<file path="src/rtl/fetch_pkg.sv">
// rtl/fetch_pkg.sv - shared widths, reset address and FSM encoding for the prefetch unit
package fetch_pkg;

  localparam int ADDR_W = 16;
  localparam int DATA_W = 32;
  localparam logic [ADDR_W-1:0] DEF_RESET_ADDR = 16'h0000;

  typedef enum logic {
    ST_HALT  = 1'b0,
    ST_FETCH = 1'b1
  } fetch_state_e;

  typedef struct packed {
    logic [ADDR_W-1:0] addr;
    logic [DATA_W-1:0] data;
  } fetch_entry_t;

endpackage

</file>
<file path="src/rtl/fetch_fifo.sv">
// rtl/fetch_fifo.sv - prefetch FIFO holding {fetch address, ROM word} pairs
module fetch_fifo
  import fetch_pkg::*;
#(
  parameter int DEPTH = 4
) (
  input  logic                         clk_i,
  input  logic                         rst_i,
  input  logic                         flush_i,
  input  logic                         push_i,
  input  fetch_entry_t                 push_data_i,
  input  logic                         pop_i,
  output fetch_entry_t                 head_o,
  output logic [$clog2(DEPTH+1)-1:0]   count_o
);

  localparam int PTR_W = $clog2(DEPTH);
  localparam int CNT_W = $clog2(DEPTH + 1);

  fetch_entry_t     mem_q [DEPTH];
  logic [PTR_W-1:0] wr_ptr_q;
  logic [PTR_W-1:0] rd_ptr_q;
  logic [CNT_W-1:0] count_q;
  logic             do_push;
  logic             do_pop;

  // Flush wins over both ends so a redirect discards the same-cycle push and pop.
  assign do_push = push_i && !flush_i;
  assign do_pop  = pop_i && (count_q != '0) && !flush_i;

  always_ff @(posedge clk_i or posedge rst_i) begin
    if (rst_i) begin
      for (int i = 0; i < DEPTH; i++) mem_q[i] <= '0;
      wr_ptr_q <= '0;
      rd_ptr_q <= '0;
      count_q  <= '0;
    end else if (flush_i) begin
      wr_ptr_q <= '0;
      rd_ptr_q <= '0;
      count_q  <= '0;
    end else begin
      if (do_push) begin
        mem_q[wr_ptr_q] <= push_data_i;
        wr_ptr_q        <= wr_ptr_q + 1'b1;
      end
      if (do_pop) rd_ptr_q <= rd_ptr_q + 1'b1;
      if (do_push && !do_pop) count_q <= count_q + 1'b1;
      else if (do_pop && !do_push) count_q <= count_q - 1'b1;
    end
  end

  assign head_o  = mem_q[rd_ptr_q];
  assign count_o = count_q;

  a_no_overflow: assert property (@(posedge clk_i) disable iff (rst_i)
    !(do_push && !do_pop && (count_q == CNT_W'(DEPTH))));

endmodule

</file>
<file path="src/rtl/rom_fetch.sv">
// rtl/rom_fetch.sv - sequential instruction prefetch from program ROM with jump redirect
module rom_fetch
  import fetch_pkg::*;
#(
  parameter int                DEPTH       = 4,
  parameter int                ROM_LATENCY = 1,
  parameter logic [ADDR_W-1:0] RESET_ADDR  = DEF_RESET_ADDR
) (
  input  logic              CLK,
  input  logic              RST,
  input  logic              run,
  output logic [ADDR_W-1:0] rom_addr,
  input  logic [DATA_W-1:0] rom_data,
  input  logic              jump_valid,
  input  logic [ADDR_W-1:0] jump_addr,
  output logic              instr_valid,
  input  logic              instr_ready,
  output logic [DATA_W-1:0] instr_data,
  output logic [ADDR_W-1:0] instr_addr
);

  localparam int CNT_W = $clog2(DEPTH + 1);

  fetch_state_e      state_q, state_d;
  logic [ADDR_W-1:0] pc_q, pc_d;
  logic [ADDR_W-1:0] inf_addr_q, inf_addr_d;
  logic              inflight_q, inflight_d;
  logic              issue;
  logic              push;
  logic              pop;
  fetch_entry_t      push_entry;
  fetch_entry_t      head;
  logic [CNT_W-1:0]  count;

  // Credit ignores a same-cycle pop so instr_ready never reaches the PC.
  assign issue = (state_q == ST_FETCH) && !jump_valid &&
                 ((int'(count) + int'(inflight_q)) < DEPTH);
  assign pop   = instr_valid && instr_ready;

  always_comb begin
    state_d    = state_q;
    pc_d       = pc_q;
    inflight_d = 1'b0;
    inf_addr_d = inf_addr_q;
    push       = 1'b0;
    push_entry = '0;

    case (state_q)
      ST_HALT:  if (run)  state_d = ST_FETCH;
      ST_FETCH: if (!run) state_d = ST_HALT;
      default:  state_d = ST_HALT;
    endcase

    if (jump_valid) pc_d = jump_addr;
    else if (issue) pc_d = pc_q + 1'b1;

    if (issue) inf_addr_d = pc_q;

    if (ROM_LATENCY == 0) begin
      push            = issue;
      push_entry.addr = pc_q;
    end else begin
      inflight_d      = issue;
      push            = inflight_q;
      push_entry.addr = inf_addr_q;
    end
    push_entry.data = rom_data;
  end

  always_ff @(posedge CLK or posedge RST) begin
    if (RST) begin
      state_q    <= ST_HALT;
      pc_q       <= RESET_ADDR;
      inflight_q <= 1'b0;
      inf_addr_q <= RESET_ADDR;
    end else begin
      state_q    <= state_d;
      pc_q       <= pc_d;
      inflight_q <= inflight_d;
      inf_addr_q <= inf_addr_d;
    end
  end

  fetch_fifo #(
    .DEPTH(DEPTH)
  ) u_fifo (
    .clk_i      (CLK),
    .rst_i      (RST),
    .flush_i    (jump_valid),
    .push_i     (push),
    .push_data_i(push_entry),
    .pop_i      (pop),
    .head_o     (head),
    .count_o    (count)
  );

  assign rom_addr    = pc_q;
  assign instr_valid = (count != '0);
  assign instr_data  = head.data;
  assign instr_addr  = head.addr;

endmodule

</file>
<file path="config.mk">
export PLATFORM = sky130hd
export DESIGN_NAME = rom_fetch
export DESIGN_NICKNAME = d
export VERILOG_FILES = /design/src/rtl/fetch_pkg.sv /design/src/rtl/fetch_fifo.sv /design/src/rtl/rom_fetch.sv
export SDC_FILE = /design/constraint.sdc
export NUM_CORES = 1
export LEC_CHECK = 0
export ABC_AREA = 1
export CORE_ASPECT_RATIO = 1.75
export CORE_UTILIZATION = 46
export CTS_CLUSTER_DIAMETER = 30
export DETAILED_ROUTE_END_ITERATION = 10
export HOLD_SLACK_MARGIN = 0.15
export PLACE_DENSITY = 0.77
export SLEW_MARGIN = 0
export SYNTH_ARGS = -nofsm -noshare
export SYNTH_HDL_FRONTEND = slang
export SYNTH_SLANG_ARGS = --single-unit
</file>
<file path="constraint.sdc">
create_clock -name CLK -period 11.3 [get_ports CLK]
set_input_delay 2.825 -clock CLK [delete_from_list [all_inputs] [get_ports CLK]]
set_output_delay 2.825 -clock CLK [all_outputs]
set_load 0.1 [all_outputs]
</file>
* Word-level counts from Yosys, hierarchy flattened
Cells that the tools add are included.
** Word-level totals
- Output and inout port bits :: 65
- Register bits :: 233
- Word-level logic and storage cells :: 62
- Bits of input ports :: 53
** Operators by class
- Reduce and logical (&&, ||, !) cells :: 18
- Mux-type cells :: 16
- Bitwise operators :: 3
- Add/subtract/negate cells :: 6
- $lt $le $gt $ge :: 4
** Operator list (number)
- $bwmux W192 :: 1
- $mux W48 :: 3
- $bmux W48 S2 :: 1
- $demux W48 S2 :: 1
- $mux W16 :: 2
- $add A16 B1 Y16 const B :: 1
- $logic_and A1 B1 Y1 :: 9
- $mux W3 :: 3
- $mux W2 :: 4
- $ge A3 B3 Y1 const B :: 2
- $not A2 Y3 :: 2
- $reduce_bool A2 Y1 :: 3
- $reduce_bool A3 Y1 :: 2
- $add A2 B1 Y2 const B :: 2
- $add A3 B1 Y4 :: 1
- $lt A4 B3 Y1 const B :: 1
- $add A3 B1 Y3 const B :: 1
- $logic_not A1 Y1 :: 3
- $lt A3 B1 Y1 const B :: 1
- $sub A3 B1 Y3 const B :: 1
- $reduce_and A2 Y1 :: 1
- $mux W1 :: 1
- $not A1 Y1 :: 1

* Depth between registers and ports, before layout
Gate-level depths: netlist of the first run.
- Word-level depth :: 8
- Mapped depth :: 12
- Depth with buffers taken out :: 12

* Cells and area by module
Synthesis of the first run repeated with hierarchy kept, for this count alone.
** Second synthesis, totals
- Cells, all modules :: 1228
- Area total of the unflattened synthesis :: 10532.6 sq um
** Modules (own cells, without submodules)
- fetch_fifo :: sequential area each 4979.8 sq um, area each 8743.4 sq um, cells an instance 994, instances 1
- rom_fetch :: sequential area each 850.8 sq um, area each 1789.2 sq um, cells an instance 234, instances 1

* Worst setup path before layout of the first run
No wires, ideal clock.
- Path type :: reg2out
- From :: register u_fifo.rd_ptr_q[0]
- To :: output instr_addr[0]
- Arrival time :: 2461 ps
- Buffers on the path :: 3
- Cell stages (with the launch flop) :: 6
- Setup slack :: 6014 ps
- Required time :: 8475 ps
- Path through :: dfrtp_1 > buf_2 > buf_2 > clkbuf_1 > nor2_1 > o22ai_1
** Between the ends
- Cells in the longest elaborated chain, start to end :: 4
** RTL lines
- start: declaration :: RTL line fetch_fifo.sv:22 : logic [PTR_W-1:0] rd_ptr_q;
- start signal: assignment :: RTL line fetch_fifo.sv:46 : if (do_pop) rd_ptr_q <= rd_ptr_q + 1'b1;
- $not A2 Y3 (implied by the code) :: RTL line fetch_fifo.sv:52 : assign head_o = mem_q[rd_ptr_q];
- $bmux W48 S2 :: RTL line fetch_fifo.sv:52
- $mux W48 (implied by the code) (2 in series) :: RTL line fetch_fifo.sv:52
- end: declaration :: RTL line rom_fetch.sv:19 : output logic [ADDR_W-1:0] instr_addr
Every way passes these cells. The select of a mux whose other input is x is not followed.

* Final worst setup path of the first run
- From :: register u_fifo.rd_ptr_q[0]
- To :: output instr_data[15]
** Between the ends
- Cells in the longest elaborated chain, start to end :: 4
** RTL lines
- $not A2 Y3 (implied by the code) :: RTL line fetch_fifo.sv:52
- $bmux W48 S2 :: RTL line fetch_fifo.sv:52
- $mux W48 (implied by the code) (2 in series) :: RTL line fetch_fifo.sv:52
- end: declaration :: RTL line rom_fetch.sv:18 : output logic [DATA_W-1:0] instr_data,
Every way passes these cells. The select of a mux whose other input is x is not followed.

==> results of run 1 <==
[worst max path at each step]
stage	startpoint	to	cells after the start	slack, ps
floorplan	RST	inf_addr_q[0]	1	2090
global placement	u_fifo.rd_ptr_q[0]	instr_data[28]	5	5560
detailed placement	u_fifo.rd_ptr_q[0]	instr_data[25]	5	5510
CTS	u_fifo.rd_ptr_q[0]	instr_data[29]	5	4980
global route	u_fifo.rd_ptr_q[0]	instr_data[28]	5	4780
finish	u_fifo.rd_ptr_q[0]	instr_data[15]	5	4960
[cell usage after synthesis (3+ instances only)]
library cell / count / share of area, %
a21oi_1: 3 / 0.14
buf_2: 22 / 1.1
buf_6: 20 / 2.2
clkbuf_1: 32 / 1.2
dfrtp_1: 233 / 56
ha_1: 5 / 0.60
inv_1: 77 / 2.8
nand2_1: 270 / 9.7
nand2_4: 4 / 0.43
nand3_1: 28 / 1.3
nand4_1: 6 / 0.36
nor2_1: 115 / 4.1
nor3_1: 4 / 0.19
o211ai_1: 3 / 0.22
o21ai_0: 154 / 7.4
o21ai_1: 162 / 7.8
o22ai_1: 48 / 2.9
xor2_1: 3 / 0.25
[per-layer routing]
metal,wire length [um],up-vias
li1,-,4175
met1,9674,4139
met2,13350,212
met3,982,60
met4,842,0
met5,0,-
[final cells by class]
type	instances	area, um^2
Antenna cell	2	5.005
Clock buffer	41	907.1
Clock inverter	20	249.0
Fill cell	2013	9467
Inverter	80	307.8
Multi-Input combinational cell	818	3814
Sequential cell	233	5833
Tap cell	296	370.4
Timing Repair Buffer	122	1209
[layout by cell type, fill, tap and decap left out, drive strengths merged]
| cell | n |
|---|---|
| a21oi | 3 |
| buf | 5 |
| bufinv | 4 |
| clkbuf | 41 |
| clkdlybuf4s50 | 117 |
| clkinv | 9 |
| clkinvlp | 3 |
| dfrtp | 233 |
| diode | 2 |
| fa | 1 |
| ha | 5 |
| inv | 84 |
| nand2 | 275 |
| nand3 | 30 |
| nand3b | 2 |
| nand4 | 6 |
| nor2 | 118 |
| nor3 | 4 |
| o211ai | 3 |
| o21ai | 316 |
| o21bai | 2 |
| o22ai | 48 |
| xnor2 | 2 |
| xor2 | 3 |
[power by group through the flow]
| stage | Sequential (W) | Combinational, W | Clock, W |
|---|---|---|---|
| 2_1_floorplan | 0.00127 | 0.00139 | 0 |
| 3_3_place_gp | 0.00122 | 0.00184 | 0 |
| 3_5_place_dp | 0.00123 | 0.00187 | 0 |
| 4_1_cts | 0.00122 | 0.00187 | 0.00107 |
| 5_1_grt | 0.00125 | 0.00198 | 0.00111 |
| 6_report | 0.00122 | 0.00186 | 0.00106 |
[per-stage QoR]
stage | instance area [um^2] | hold slack [ps] | utilization [%] | setup WS, ps | total power, W
2_1_floorplan | 10420 | 447.8 | - | 2085 | 0.002658
3_5_place_dp | 11530 | 469.5 | 52.04 | 5508 | 0.003092
5_1_grt | 12690 | 496.8 | 57.28 | 4785 | 0.004340
6_report | 12690 | 481.0 | 57.28 | 4960 | 0.004139
4_1_cts | 12690 | 483.3 | 57.26 | 4975 | 0.004165
3_3_place_gp | 11530 | 462.4 | 52.04 | 5556 | 0.003061
[registers in the layout (all words and copies together), names as in the netlist]
register,cells
u_fifo.wr_ptr_q,2
rom_addr,16
u_fifo.count_o,3
u_fifo.mem_q,192
inf_addr_q,16
u_fifo.rd_ptr_q,2
state_q,1
inflight_q,1
[kinds of logic (layout without fill, tap and decap cells)]
family	Yosys count	after routing
AND/OR/NAND/NOR	435	435
AO/OA/AOI/OAI	372	372
flip-flops	233	233
buffers and inverters	157	263
adder cells (fa/ha/maj)	6	6
XOR/XNOR	5	5
other	0	2
[critical path: stages (launching register included)]
cell and delay (ps):
dfrtp_2 400, inv_2 290, buf_4 640, o21ai_0 220, o22ai_1 190, clkdlybuf4s50_1 1160
==> flow_metrics.env, run 1 <==
export IMPL_status="complete, no violations"
export IMPL_fp_dieW_um=115.8
export IMPL_hold_start="u_fifo.mem_q[174]"
export IMPL_final_hold_viol_count=0
export IMPL_internal_power_w=0.002196
export IMPL_fmax_ghz=0.1577
export IMPL_ctsResizeCount=0
export IMPL_start_util_pct=47.00
export IMPL_cts_sinks=233
export IMPL_core_area_um2=22160
export IMPL_grt_pass1_wl_um=41370
export IMPL_io_buffers=117
export IMPL_hold_buffers=0
export IMPL_num_vias=8586
export IMPL_synth_edff_count=0
export IMPL_min_path_type="reg2reg"
export IMPL_ys_seq_area_share_pct=55.98
export IMPL_clk_pin_slew_ps=60
export IMPL_grt_use_total_pct=22.28
export IMPL_clk_path_buf_depth=3
export IMPL_syn_instance_count=1208
export IMPL_p_clk_share_pct=25.6
export IMPL_ios=118
export IMPL_yosys_area_share_simple_pct=16.83
export IMPL_startpoint_type="register"
export IMPL_die_h_um=201.1
export IMPL_drive_above_1_share_pct=5.936
export IMPL_syn_area_um2=10420
export IMPL_final_cells=1612
export IMPL_gp_congestion=0.8026
export IMPL_post_drt_via_cell_ratio=5.326
export IMPL_yosys_area_share_adder_pct=0.7928
export IMPL_dp_hpwl_um=14640
export IMPL_ir_drop_v=0.0002254
export IMPL_worstReg2RegStart="u_fifo.count_o[2]"
export IMPL_setup_viol=0
export IMPL_rows=72
export IMPL_finalClockSkew_ps=11.93
export IMPL_r2r_slack_ps=9290
export IMPL_synth_compound_gate_area_share_pct=18.57
export IMPL_use_met2_pct=41.19
export IMPL_worstSetupPathType="reg2out"
export IMPL_synth_area_per_cell_um2=8.623
export IMPL_grt_pass1_vias=8518
export IMPL_r2r_end="u_fifo.count_o[2]"
export IMPL_cts_tree="yes"
export IMPL_grt_overflow_total=0
export IMPL_cts_buffers=34
export IMPL_placed_cells=1549
export IMPL_switchingPower_w=0.001943
export IMPL_grt_util_met3_pct=3.170
export IMPL_end_kind="output pin"
export IMPL_synth_warnings=0
export IMPL_comb_power_share_pct=45.0
export IMPL_leakage_nw=5.901
export IMPL_relSlewSlack_pct=26.93
export IMPL_grt_setup_unrepaired="no"
export IMPL_worstPathArrival_ps=3520
export IMPL_synth_top_family_by_area="compound AO/OA/AOI/OAI gates"
export IMPL_reg2reg_depth=12
export IMPL_syn2layout_area_growth_pct=21.87
export IMPL_antenna_found_initial=2
export IMPL_synth_ff_type="dfrtp_1"
export IMPL_grt_max_degree=154
export IMPL_clk_latency_ps=490
export IMPL_drt_initial_drc_count=519
export IMPL_use_met1_pct=24.84
export IMPL_dr_pass1_iters=5
export IMPL_cts_setup_buffers=0
export IMPL_tightestPinTransition_ps=1096
export IMPL_synthMuxAreaShare_pct=0
export IMPL_cap_violations=0
export IMPL_cts_root_buf="clkbuf_16"
export IMPL_seq_power_share_pct=29.4
export IMPL_wire_per_inst_um=15.41
export IMPL_busiest_layer="met2"
export IMPL_fin_setup_tns_ps=0
export IMPL_crit_fanout=75
export IMPL_hold_depth=2
export IMPL_nets=1348
export IMPL_ant_nets=0
export IMPL_synth_nets=1267
export IMPL_die_area_um2=23270
export IMPL_min_period_ps=6340
export IMPL_powerDensity_nw_per_um2=326.0
export IMPL_finalWirelength_um=24850
export IMPL_cts_max_level=2
export IMPL_async_reset_ff_share_pct=100.0
export IMPL_crit_required_ps=8480
export IMPL_ys_types=31
export IMPL_switching_share_pct=46.94
export IMPL_drv_slew=0
export IMPL_hold_end="u_fifo.mem_q[174]"
export IMPL_drcViolationCount=0
export IMPL_min_period_over_period_pct=56.11
export IMPL_synth_xor_area_share_pct=0.4204
export IMPL_synth_seq_cells=233
Power figures use the tool's default switching activity.
==> run 2: changes to the inputs <==
==> constraint.sdc (replaced) <==
create_clock -name CLK -period 5.9 [get_ports CLK]
set_input_delay 1.475 -clock CLK [delete_from_list [all_inputs] [get_ports CLK]]
set_output_delay 1.475 -clock CLK [all_outputs]
set_load 0.1 [all_outputs]
==> run 2 against run 1 <==
Non-clock buffer count unchanged; highest routed layer unchanged; die area unchanged; critical path depth unchanged; first-iteration DRC count up 37%; combinational power up 85%; critical endpoint is now instr_data[24].
==> flow_metrics.env, run 2 (synthesis gave the netlist of run 1 again) <==
export IMPL_relSlewSlack_pct=29.69
export IMPL_drive_above_1_share_pct=9.954
export IMPL_finalClockSkew_ps=16.19
export IMPL_tightestPinTransition_ps=1055
export IMPL_fmax_ghz=0.2082
export IMPL_hold_start="u_fifo.mem_q[133]"
export IMPL_start_util_pct=47.00
export IMPL_critical_path_cell_chain="inv_2 -> buf_4 -> o21ai_0 -> o22ai_1 -> buf_4"
export IMPL_num_vias=8612
export IMPL_antenna_found_initial=1
export IMPL_final_common_cell="nand2_1"
export IMPL_drv_slew=0
export IMPL_dp_hpwl_um=15150
export IMPL_hold_buffers=0
export IMPL_startpoint_type="register"
export IMPL_ir_drop_v=0.0003945
export IMPL_crit_fanout=98
export IMPL_critical_path_buf_inv_count=3
export IMPL_crit_path_top_delay_cell="inv_2"
export IMPL_cts_sinks=233
export IMPL_dr_pass1_iters=5
export IMPL_fin_setup_tns_ps=0
export IMPL_p_total_w=0.008037
export IMPL_syn2layout_area_growth_pct=22.14
export IMPL_grt_overflow_total=0
export IMPL_gp_congestion=0.8304
export IMPL_end_kind="output pin"
export IMPL_largest_reg_flops=192
export IMPL_status="complete, no violations"
export IMPL_max_stage_delay_ps=790
export IMPL_cts_tree="yes"
export IMPL_die_area_um2=23270
export IMPL_rows=72
export IMPL_cts_max_level=2
export IMPL_ctsResizeCount=0
export IMPL_min_period_over_period_pct=81.40
export IMPL_die_h_um=201.1
export IMPL_worstSetupPathType="reg2out"
export IMPL_leakage_nw=6.028
export IMPL_grt_setup_unrepaired="no"
export IMPL_finalWirelength_um=24990
export IMPL_final_hold_viol_count=0
export IMPL_grt_use_total_pct=22.27
export IMPL_fp_dieW_um=115.8
export IMPL_worstPathArrival_ps=3330
export IMPL_fillerInstances=2003
export IMPL_setup_viol=0
export IMPL_clk_pin_slew_ps=50
export IMPL_clk_latency_ps=500
export IMPL_wire_per_inst_um=15.49
export IMPL_crit_path_start="u_fifo.rd_ptr_q[0]"
export IMPL_ant_nets=0
export IMPL_drcViolationCount=0
export IMPL_crit_required_ps=4430
export IMPL_min_period_ps=4803
export IMPL_cts_buffers=36
export IMPL_top_register="u_fifo.mem_q"
export IMPL_core_area_um2=22160
export IMPL_setup_ws_ps=1097
export IMPL_cap_violations=0
export IMPL_io_buffers=117
export IMPL_nets=1350
export IMPL_crit_top_cell="buf_4"
export IMPL_ios=118
export IMPL_mostFrequentLayoutCells="nand2_1, dfrtp_1, o21ai_1, o21ai_0, nor2_1"
export IMPL_cts_setup_buffers=0
export IMPL_grt_max_degree=122
export IMPL_post_drt_via_cell_ratio=5.339
export IMPL_place_ws_ps=1654
export IMPL_grt_pass1_wl_um=41340
export IMPL_cp_top_family="buffers and inverters"
export IMPL_powerDensity_nw_per_um2=631.7
export IMPL_worstReg2RegStart="u_fifo.rd_ptr_q[0]"
export IMPL_cts_root_buf="clkbuf_16"
export IMPL_grt_pass1_vias=8505
export IMPL_min_path_type="reg2reg"
export IMPL_clk_path_buf_depth=3
export IMPL_drt_initial_drc_count=709
-- run 2: cell types whose count changed in the layout (fill, tap and decap cells not counted), sizes merged --
cell           change
inv                -2
bufinv             +2
buf               +48
clkinv             -1
clkdlybuf4s50     -48
clkinvlp           +1
clkbuf             +2
diode              -1
-- run 2: metrics by stage --
stage	area, um^2	utilization, %	cells	hold WS [ps]
after floorplan	10420	-	1208	447.8
after global placement	11440	51.61	1549	462.4
after detailed placement	11440	51.61	1549	468.3
after CTS	12720	57.40	1612	480.6
after global routing	12720	57.41	1613	503.9
final	12720	57.41	1613	480.5
-- run 2: worst register-to-register path: cells and delay by family, from the launching register on --
family / cells / cell delay, ps
buf+inv: 1 / 700
simple gates: 2 / 380
compound gates: 1 / 100
flops: 1 / 1020
-- run 2: area by class of cell --
type / instances / area (um^2) / share of cell area, %
Sequential cell: 233 / 5836 / 45.87
Multi-Input combinational cell: 818 / 3814 / 29.98
Timing Repair Buffer: 122 / 1114 / 8.753
Clock buffer: 43 / 998.5 / 7.848
Tap cell: 296 / 370.4 / 2.911
Inverter: 80 / 304.0 / 2.390
Clock inverter: 20 / 284.0 / 2.232
Antenna cell: 1 / 2.502 / 0.01967
-- run 2: worst paths after layout --
kind | slack (ps) | endpoint | depth (start not counted)
worst max-delay path | 1100 | instr_data[24] | 5
worst min-delay path | 480 | u_fifo.mem_q[133] | 2
worst max register to register | 3620 | u_fifo.rd_ptr_q[1] | 4
worst min register to register | 480 | u_fifo.mem_q[133] | 2
max in group asynchronous | 3700 | u_fifo.rd_ptr_q[0] | 3
min in group asynchronous | 1260 | u_fifo.mem_q[23] | 2
-- run 2: report_power, final --
part,total (W),internal (W),switching (W),leakage (nW)
Combinational,0.00345,0.000774,0.00268,2.32
Sequential,0.00238,0.00207,0.000316,3.08
Clock,0.00221,0.00147,0.000732,0.624
Total,0.00804,0.00431,0.00372,6.03
-- run 2: layer usage --
metal / GRT usage, % / part of all wire [%] / wire (um)
met5: 0 / 0 / 0
met4: 10.71 / 3.9 / 978
met3: 2.808 / 4.1 / 1019
met2: 39.44 / 52 / 13110
met1: 26.22 / 40 / 9884
